## config.mk

```make
export PLATFORM = sky130hd
export DESIGN_NAME = irrigation_sequencer
export DESIGN_NICKNAME = d
export VERILOG_FILES = /design/src/rtl/irrigation_sequencer_pkg.sv /design/src/rtl/irrigation_sequencer_bit_sync.sv /design/src/rtl/irrigation_sequencer.sv
export SDC_FILE = /design/constraint.sdc
export NUM_CORES = 1
export LEC_CHECK = 0
export CAP_MARGIN = 20
export CORE_UTILIZATION = 40
export CTS_BUF_LIST = sky130_fd_sc_hd__clkbuf_4 sky130_fd_sc_hd__clkbuf_8 sky130_fd_sc_hd__clkbuf_16
export DETAILED_ROUTE_END_ITERATION = 7
export HOLD_SLACK_MARGIN = 0.06
export PLACE_DENSITY_LB_ADDON = 0.08
export SETUP_SLACK_MARGIN = 0.3
export SLEW_MARGIN = 10
export SYNTH_ARGS = -nofsm -noshare
export SYNTH_HDL_FRONTEND = slang
export SYNTH_SLANG_ARGS = --single-unit
```

## constraint.sdc

```tcl
create_clock -name clk_i -period 2.4 [get_ports clk_i]
set_input_delay 0.48 -clock clk_i [delete_from_list [all_inputs] [get_ports clk_i]]
set_output_delay 0.48 -clock clk_i [all_outputs]
set_load 0.005 [all_outputs]
```

## src/rtl/irrigation_sequencer_pkg.sv

```systemverilog
// Shared encodings for the irrigation sequencer: FSM states, grant owner,
// and the mapping from (state, grant) to pump/valve drive levels.
package irrigation_sequencer_pkg;

  typedef enum logic [2:0] {
    ST_IDLE     = 3'd0,
    ST_OPEN     = 3'd1,
    ST_RUN      = 3'd2,
    ST_STOP     = 3'd3,
    ST_COOLDOWN = 3'd4,
    ST_FAULT    = 3'd5
  } state_t;

  localparam logic GRANT_DRIP      = 1'b0;
  localparam logic GRANT_SPRINKLER = 1'b1;

  typedef struct packed {
    logic pump;
    logic drip_valve;
    logic sprinkler_valve;
  } drive_t;

  // Only the granted valve may open, and the pump runs only in RUN, so the
  // valves are exclusive and the pump always has exactly one open path.
  function automatic drive_t decode_drive(input state_t st, input logic grant);
    drive_t d;
    d = '0;
    case (st)
      ST_OPEN, ST_STOP: begin
        d.drip_valve      = (grant == GRANT_DRIP);
        d.sprinkler_valve = (grant == GRANT_SPRINKLER);
      end
      ST_RUN: begin
        d.pump            = 1'b1;
        d.drip_valve      = (grant == GRANT_DRIP);
        d.sprinkler_valve = (grant == GRANT_SPRINKLER);
      end
      default: d = '0;
    endcase
    return d;
  endfunction

endpackage

```

## src/rtl/irrigation_sequencer_bit_sync.sv

```systemverilog
// Two-flop synchronizer for a single asynchronous level input.
module bit_sync (
  input  logic clk_i,
  input  logic rst_n_i,
  input  logic d_i,
  output logic q_o
);

  logic r_meta;
  logic r_sync;

  // Capture the async level, then re-register to let metastability settle.
  always_ff @(posedge clk_i or negedge rst_n_i) begin
    if (!rst_n_i) begin
      r_meta <= 1'b0;
      r_sync <= 1'b0;
    end else begin
      r_meta <= d_i;
      r_sync <= r_meta;
    end
  end

  assign q_o = r_sync;

endmodule

```

## src/rtl/irrigation_sequencer.sv

```systemverilog
// Shares one pump/tank between drip and sprinkler requesters. Each grant runs
// OPEN (valve settles) -> RUN (pump on) -> STOP (valve drains) -> COOLDOWN.
// A tank running dry while pumping latches FAULT until cleared with water back.
module irrigation_sequencer #(
  parameter int SETTLE_CYCLES  = 4,
  parameter int MAX_ON_CYCLES  = 1024,
  parameter int MIN_OFF_CYCLES = 256,
  parameter int CNT_W          = 16
) (
  input  logic       clk_i,
  input  logic       rst_n_i,
  input  logic       enable_i,
  input  logic       drip_req_i,
  input  logic       sprinkler_req_i,
  input  logic       low_level_i,
  input  logic       medium_level_i,
  input  logic       fault_clr_i,
  output logic       pump_o,
  output logic       drip_valve_o,
  output logic       sprinkler_valve_o,
  output logic       grant_o,
  output logic       busy_o,
  output logic       fault_o,
  output logic [2:0] state_o
);

  import irrigation_sequencer_pkg::*;

  // Counter reload values: each timed state lasts (value + 1) cycles.
  localparam logic [CNT_W-1:0] LP_SETTLE_LD = CNT_W'(SETTLE_CYCLES - 1);
  localparam logic [CNT_W-1:0] LP_MAXON_LD  = CNT_W'(MAX_ON_CYCLES - 1);
  localparam logic [CNT_W-1:0] LP_MINOFF_LD = CNT_W'(MIN_OFF_CYCLES - 1);

  logic w_enable;
  logic w_drip_req;
  logic w_spr_req;
  logic w_low;
  logic w_med;

  // fault_clr_i is already a synchronous pulse and is used directly.
  bit_sync u_sync_enable (.clk_i(clk_i), .rst_n_i(rst_n_i), .d_i(enable_i),        .q_o(w_enable));
  bit_sync u_sync_drip   (.clk_i(clk_i), .rst_n_i(rst_n_i), .d_i(drip_req_i),      .q_o(w_drip_req));
  bit_sync u_sync_spr    (.clk_i(clk_i), .rst_n_i(rst_n_i), .d_i(sprinkler_req_i), .q_o(w_spr_req));
  bit_sync u_sync_low    (.clk_i(clk_i), .rst_n_i(rst_n_i), .d_i(low_level_i),     .q_o(w_low));
  bit_sync u_sync_med    (.clk_i(clk_i), .rst_n_i(rst_n_i), .d_i(medium_level_i),  .q_o(w_med));

  state_t           r_state;
  logic [CNT_W-1:0] r_cnt;
  logic             r_grant;
  logic             r_last_grant;
  drive_t           r_drive;
  logic             r_busy;
  logic             r_fault;

  logic             w_drip_elig;
  logic             w_spr_elig;
  logic             w_granted_elig;
  logic [CNT_W-1:0] w_cnt_dec;
  state_t           w_state_nxt;
  logic [CNT_W-1:0] w_cnt_nxt;
  logic             w_grant_nxt;
  logic             w_last_nxt;

  assign w_drip_elig    = w_enable & w_drip_req & w_low;
  assign w_spr_elig     = w_enable & w_spr_req & w_med;
  assign w_granted_elig = (r_grant == GRANT_SPRINKLER) ? w_spr_elig : w_drip_elig;
  // Saturating decrement: the counter parks at zero instead of wrapping.
  assign w_cnt_dec      = (r_cnt != '0) ? (r_cnt - 1'b1) : '0;

  // Next-state, counter reload and arbitration decisions.
  always_comb begin
    w_state_nxt = r_state;
    w_cnt_nxt   = r_cnt;
    w_grant_nxt = r_grant;
    w_last_nxt  = r_last_grant;
    case (r_state)
      ST_IDLE: begin
        if (w_drip_elig && w_spr_elig) begin
          w_grant_nxt = ~r_last_grant;
          w_state_nxt = ST_OPEN;
          w_cnt_nxt   = LP_SETTLE_LD;
        end else if (w_drip_elig) begin
          w_grant_nxt = GRANT_DRIP;
          w_state_nxt = ST_OPEN;
          w_cnt_nxt   = LP_SETTLE_LD;
        end else if (w_spr_elig) begin
          w_grant_nxt = GRANT_SPRINKLER;
          w_state_nxt = ST_OPEN;
          w_cnt_nxt   = LP_SETTLE_LD;
        end
      end
      ST_OPEN: begin
        if (!w_granted_elig) begin
          w_state_nxt = ST_STOP;
          w_cnt_nxt   = LP_SETTLE_LD;
        end else if (r_cnt == '0) begin
          w_state_nxt = ST_RUN;
          w_cnt_nxt   = LP_MAXON_LD;
        end else begin
          w_cnt_nxt   = w_cnt_dec;
        end
      end
      ST_RUN: begin
        // Dry-run outranks every other exit, including a request drop.
        if (!w_low) begin
          w_state_nxt = ST_FAULT;
          w_cnt_nxt   = '0;
        end else if (!w_granted_elig || (r_cnt == '0)) begin
          w_state_nxt = ST_STOP;
          w_cnt_nxt   = LP_SETTLE_LD;
        end else begin
          w_cnt_nxt   = w_cnt_dec;
        end
      end
      ST_STOP: begin
        if (r_cnt == '0) begin
          w_state_nxt = ST_COOLDOWN;
          w_cnt_nxt   = LP_MINOFF_LD;
          w_last_nxt  = r_grant;
        end else begin
          w_cnt_nxt   = w_cnt_dec;
        end
      end
      ST_COOLDOWN: begin
        if (r_cnt == '0) begin
          w_state_nxt = ST_IDLE;
        end else begin
          w_cnt_nxt   = w_cnt_dec;
        end
      end
      ST_FAULT: begin
        if (fault_clr_i && w_low) begin
          w_state_nxt = ST_IDLE;
        end
      end
      default: begin
        w_state_nxt = ST_IDLE;
        w_cnt_nxt   = '0;
      end
    endcase
  end

  // State register; outputs decoded from next-state so drives switch with the state.
  always_ff @(posedge clk_i or negedge rst_n_i) begin
    if (!rst_n_i) begin
      r_state      <= ST_IDLE;
      r_cnt        <= '0;
      r_grant      <= GRANT_DRIP;
      r_last_grant <= GRANT_SPRINKLER;
      r_drive      <= '0;
      r_busy       <= 1'b0;
      r_fault      <= 1'b0;
    end else begin
      r_state      <= w_state_nxt;
      r_cnt        <= w_cnt_nxt;
      r_grant      <= w_grant_nxt;
      r_last_grant <= w_last_nxt;
      r_drive      <= decode_drive(w_state_nxt, w_grant_nxt);
      r_busy       <= (w_state_nxt != ST_IDLE) && (w_state_nxt != ST_FAULT);
      r_fault      <= (w_state_nxt == ST_FAULT);
    end
  end

  assign pump_o            = r_drive.pump;
  assign drip_valve_o      = r_drive.drip_valve;
  assign sprinkler_valve_o = r_drive.sprinkler_valve;
  assign grant_o           = r_grant;
  assign busy_o            = r_busy;
  assign fault_o           = r_fault;
  assign state_o           = r_state;

endmodule

```

==> metrics, run 1 <==
clock latency on the worst-skew pair=0.28 ns; I/O Buffers=16; P_leak=0.00112 µW; WP data required=2.57 ns; Slew Limit Headroom=69.8%; Net count, final=249; Post-DP Area=2240 µm²; register area=905 µm²; design area=2550 µm²; setup violators final=0; worst-path cell chain=or4_2 > o41ai_2 > o311ai_1 > o22ai_1 > nand2_1; Hold WC Path Type=flop to flop; R2R Setup Slk=0.30 ns; Pre-antenna DRT Iters=4; Reg2Reg Depth=5; max FFs per register=16; hold depth=0; die height=71.5 µm; max-slew violations=0; max cap viols=0; total clock sinks=36; Hold Path End=u_sync_enable.q_o; multi-input logic area=1050 µm²; global placer's final weighted congestion=0.833; grt ovf=0; hold-fix buffers at CTS=0; crit start category=flop; Starting Density=42.9%; # IOs=17; area leader, netlist=dfrtp_1; Top reg by flops=r_cnt; Critical Path Fanout Max=6; slowest CP cell=or4_2; Critical R2R Launch=r_cnt[3]; Synth top area share=45.3%; drc violations=0; DR vias/cell=5.88; Routed WL per cell=16.2 µm; total design power=3370 µW; row cnt=24; root buffer cell=clkbuf_8; DR iter-0 viols=121; Post-synth top cells=dfrtp_1 (35), nand2_1 (24), a21oi_1 (14); beginning of the worst hold path=u_sync_enable.r_meta; antenna cells=0; number of fill cells in the layout=385; flops & latches, synth=36; top cells by area, synth=dfrtp_1 (45%), nand2_1 (4.7%), a21oi_1 (3.6%); vias in the first global route=1697; Final Hold Viols=0; first-pass GRT wire length=7850 µm; Worst Tran Pin Value=0.453 ns; Ys Warns=0; CTS tree=yes; final design utilization=56.6%; Critical Path AT=2.28 ns; gr usage total=19.9%; fin crit period=2.10 ns; via count=1717; Fin Hold WS=0.356 ns; final wirelength=4720 µm; Post-Syn Area per Cell=9.86 µm²; TNS Setup=0 ns; Async SR Flop Fraction=100%; FMAX=475 MHz; CTS H-tree depth=2; Crit. End Element=flop; antenna violations before repair=0; worst stage delay on the critical path=0.67 ns; HPWL Detailed=3250 µm; Post-synth top flop=dfrtp_1; TritonCTS buffer count=5; CP Class=flop to flop; Final Cycle Share=87.7%; post-synthesis instance total=196; RSZ-0062 raised after global routing=true; Core Box Area=4500 µm²; CP top delay family=compound AO/OA/AOI/OAI gates; most common cell in the netlist=dfrtp_1; largest net degree at the start of global routing=37; EDFF count, synth=0; clk slew on worst S/H paths=0.07 ns; worst reg2reg path endpoint=r_cnt[8]; die width=71.5 µm; layout cells sized above 1=26.3%; Seq/Total Area, Yosys=46.7%; Routed Antenna Nets=0; P&R area growth vs syn=31.9%; Post-Syn Nets=206; worst path bufs/invs=0; status=finished clean; post-synthesis cell area=1930 µm²; Die Area=5120 µm²; pwr dens=1320 nW/µm²; maximum vdd drop=0.000540 V; Synth cell types=54; deepest clock path buffer count=2; skew final=0.00617 ns
[through the flow]
stage	instances	worst slack, ns
2_1_floorplan	196	0.301
3_3_place_gp	273	0.0889
3_5_place_dp	273	-0.00145
4_1_cts	285	0.278
5_1_grt	292	0.251
6_report	292	0.295
[kinds of logic (layout without fill, tap and decap cells)]
logic type      count (synthesis)  after routing  share of synthesized area [%]
simple gates                   79             79                           24.1
compound gates                 62             62                           23.4
flops                          36             36                           46.7
buf+inv                        16             60                           3.88
fa+ha+maj                       2              2                           1.29
mux                             1              1                          0.582
[how the worst max path moves through the flow]
stage / startpoint / slack (ns) / to / depth (start not counted)
floorplan: r_cnt[0] / 0.30 / r_cnt[13] / 8
global placement: r_cnt[0] / 0.09 / busy_o / 7
detailed placement: r_cnt[0] / -0.001 / busy_o / 7
CTS: r_cnt[3] / 0.28 / r_cnt[8] / 5
global route: r_cnt[3] / 0.25 / r_cnt[8] / 5
finish: r_cnt[3] / 0.30 / r_cnt[8] / 5
[layout by cell type, fill, tap and decap left out, types with 3 or more instances in the layout]
master / synthesis / final
clkbuf_8: 0 / 5
or4_1: 5 / 3
or4_4: 0 / 3
dfrtp_1: 35 / 33
nor2_1: 7 / 7
a21o_1: 6 / 6
a22oi_1: 6 / 6
nand2_1: 24 / 24
nand2b_1: 5 / 5
clkdlybuf4s50_1: 0 / 16
or3_1: 3 / 3
nand4_1: 3 / 3
inv_1: 8 / 6
nand3_1: 7 / 7
a21oi_1: 14 / 11
buf_4: 1 / 25
o21ai_0: 4 / 4
nor3_1: 4 / 4
a21oi_2: 1 / 4
o31ai_1: 8 / 8
[worst register-to-register path: cells and delay by family, from the launching register on]
| kind | cells | cell delay (ns) |
|---|---|---|
| AND/OR/NAND/NOR | 2 | 0.75 |
| AO/OA/AOI/OAI | 3 | 0.79 |
| flip-flops | 1 | 0.46 |
[layout make-up]
cell class	count	share of cell area, %
Multi-Input combinational cell	144	41.1
Timing Repair Buffer	44	15.3
Tap cell	52	2.55
Inverter	8	1.18
Clock inverter	2	1.37
Sequential cell	36	35.5
Clock buffer	6	2.99
[repair_timing]
action | in CTS | in global routing
cloned | 0 | 0
resized for setup | 8 | 16
pin swaps | 7 | 13
buffers inserted | 4 | 7
setup endpoints to repair | 21 | 20
[routing by layer]
metal  wire length (µm)  global-route usage [%]  vias to the layer above  share of wire [%]
li1                   -                       -                      832                  -
met1               2080                    24.7                      833                 44
met2               2370                    34.2                       46                 50
met3                191                    4.50                        6                4.0
met4                 76                    6.97                        0                1.6
met5                  0                       0                        -                  0
[power by group]
group | total (µW) | switching, µW | internal [µW]
clock network | 525 | 206 | 319
registers | 1010 | 214 | 792
logic | 1840 | 938 | 898
total | 3370 | 1360 | 2010
(Power assumes the default switching activity.)
==> inputs of run 2 (changes only) <==
- GPL_TIMING_DRIVEN: not set -> 0
==> run 2 against run 1 <==
  * Die area stayed put
  * Sequential share of layout area is 1.2 points lower
  * Sequential power hardly changed
  * Critical path type unchanged
  * Largest cell class unchanged
==> metrics, run 2 (synthesis gave the netlist of run 1 again) <==
DR top layer=met4; Pre-antenna DRT Iters=5; RSZ-0062 raised after global routing=true; maximum vdd drop=0.000710 V; hold-fix buffers at CTS=0; Post-DP Area=2150 µm²; Fin Hold WS=0.259 ns; Routed WL per cell=16.8 µm; die height=71.5 µm; WP data required=2.62 ns; CP top delay family=simple AND/OR/NAND/NOR gates; antenna cells=0; clk slew on worst S/H paths=0.08 ns; worst stage delay on the critical path=0.48 ns; drc violations=0; CTS H-tree depth=2; Critical Path Fanout Max=10; Routed Antenna Nets=0; Slew Limit Headroom=48.2%; TritonCTS buffer count=5; final worst slack=0.353 ns; P_leak=0.00115 µW; Top reg by flops=r_cnt; worst path bufs/invs=2; final wirelength=4820 µm; Final Hold Viols=0; status=finished clean; Die Area=5120 µm²; row cnt=24; TNS Setup=0 ns; FMAX=488 MHz; Critical R2R Launch=r_cnt[0]; Critical Path AT=2.26 ns; P&R area growth vs syn=36.6%; setup violators final=0; DR vias/cell=6.03; HPWL Detailed=3100 µm; CTS tree=yes; Core Box Area=4500 µm²; via count=1732; largest net degree at the start of global routing=37; worst-path cell chain=inv_2 > ha_4 > nor4b_4 > and4_4 > o2111a_2 > buf_6 > or4_4 > a21oi_2; vias in the first global route=1734; pre-CTS setup slack=-0.106 ns; DR iter-0 viols=150; Net count, final=244; skew final=0.00806 ns; Met1 Wirelength=2110 µm; CP Class=flop to flop; first-pass GRT wire length=8390 µm; global placer's final weighted congestion=0.828; antenna violations before repair=0; # IOs=17; max-slew violations=0; commonest non-fill, non-tap cell in the layout=dfrtp_1; deepest clock path buffer count=2; pwr dens=1390 nW/µm²; Final Cycle Share=85.3%; design area=2640 µm²; crit start category=flop; max cap viols=0; commonest cells after routing, fill and taps aside=dfrtp_1 (33), nand2_1 (24), clkdlybuf4s50_1 (15); fin crit period=2.05 ns; I/O Buffers=16; root buffer cell=clkbuf_8; Worst Tran Pin Value=0.778 ns; grt ovf=0; gr usage total=21.1%; metal2 WL=2460 µm; layout cells sized above 1=28.9%; clock latency on the worst-skew pair=0.29 ns; total clock sinks=36; Worst setup startpoint=r_cnt[0]; slowest CP cell=or4_4; max FFs per register=16; Crit. End Element=flop; final design utilization=58.6%; WL met3=175 µm; Hold WC Path Type=input port to async pin; Starting Density=42.9%; die width=71.5 µm
-- run 2: layer usage --
| metal | vias up | global-route usage (%) |
|---|---|---|
| met5 | - | 0 |
| met4 | 0 | 7.19 |
| met3 | 8 | 4.50 |
| met2 | 47 | 35.6 |
| met1 | 856 | 27.0 |
| li1 | 821 | - |
-- run 2: layout make-up --
type	count	area, µm²
sequential	36	905
fill	384	1860
inverter	8	30.0
buffer	8	58.8
clock inverter	3	90.1
timing repair buffer	31	284
tap	52	65.1
multi-input combinational	144	1140
clock buffer	5	68.8
-- run 2: worst paths after layout --
| check | end | slack (ns) | cells after the start |
|---|---|---|---|
| min in group clk_i | u_sync_enable.q_o | 0.35 | 0 |
| setup / recovery | r_cnt[14] | 0.35 | 8 |
| max in group asynchronous | r_cnt[4] | 1.59 | 1 |
| setup reg to reg | r_cnt[14] | 0.35 | 8 |
| hold / removal | r_cnt[10] | 0.26 | 1 |
| hold reg to reg | u_sync_enable.q_o | 0.35 | 0 |
-- run 2: repair_timing --
| action | CTS | global route |
|---|---|---|
| setup buffers | 7 | 8 |
| endpoints found under the setup margin | 23 | 22 |
| pin swaps | 8 | 9 |
| gates resized for setup | 22 | 20 |
-- run 2: where the power goes --
| group | internal [µW] | leakage (µW) | switching, µW | total, µW |
|---|---|---|---|---|
| clock network | 520 | 0.0000784 | 217 | 737 |
| logic | 917 | 0.000623 | 1040 | 1950 |
| registers | 792 | 0.000445 | 189 | 981 |
-- run 2: through the flow --
stage	power (µW)	std cells
floorplan	1960	196
global placement	2330	264
detailed placement	2380	264
CTS	3420	279
global route	3930	287
finish	3670	287
-- run 2: worst register-to-register path, cell delays in order, from the launching register on --
cell and delay (ns):
dfrtp_1 0.37, inv_2 0.07, ha_4 0.16, nor4b_4 0.13, and4_4 0.18, o2111a_2 0.29, buf_6 0.15, or4_4 0.48
a21oi_2 0.15
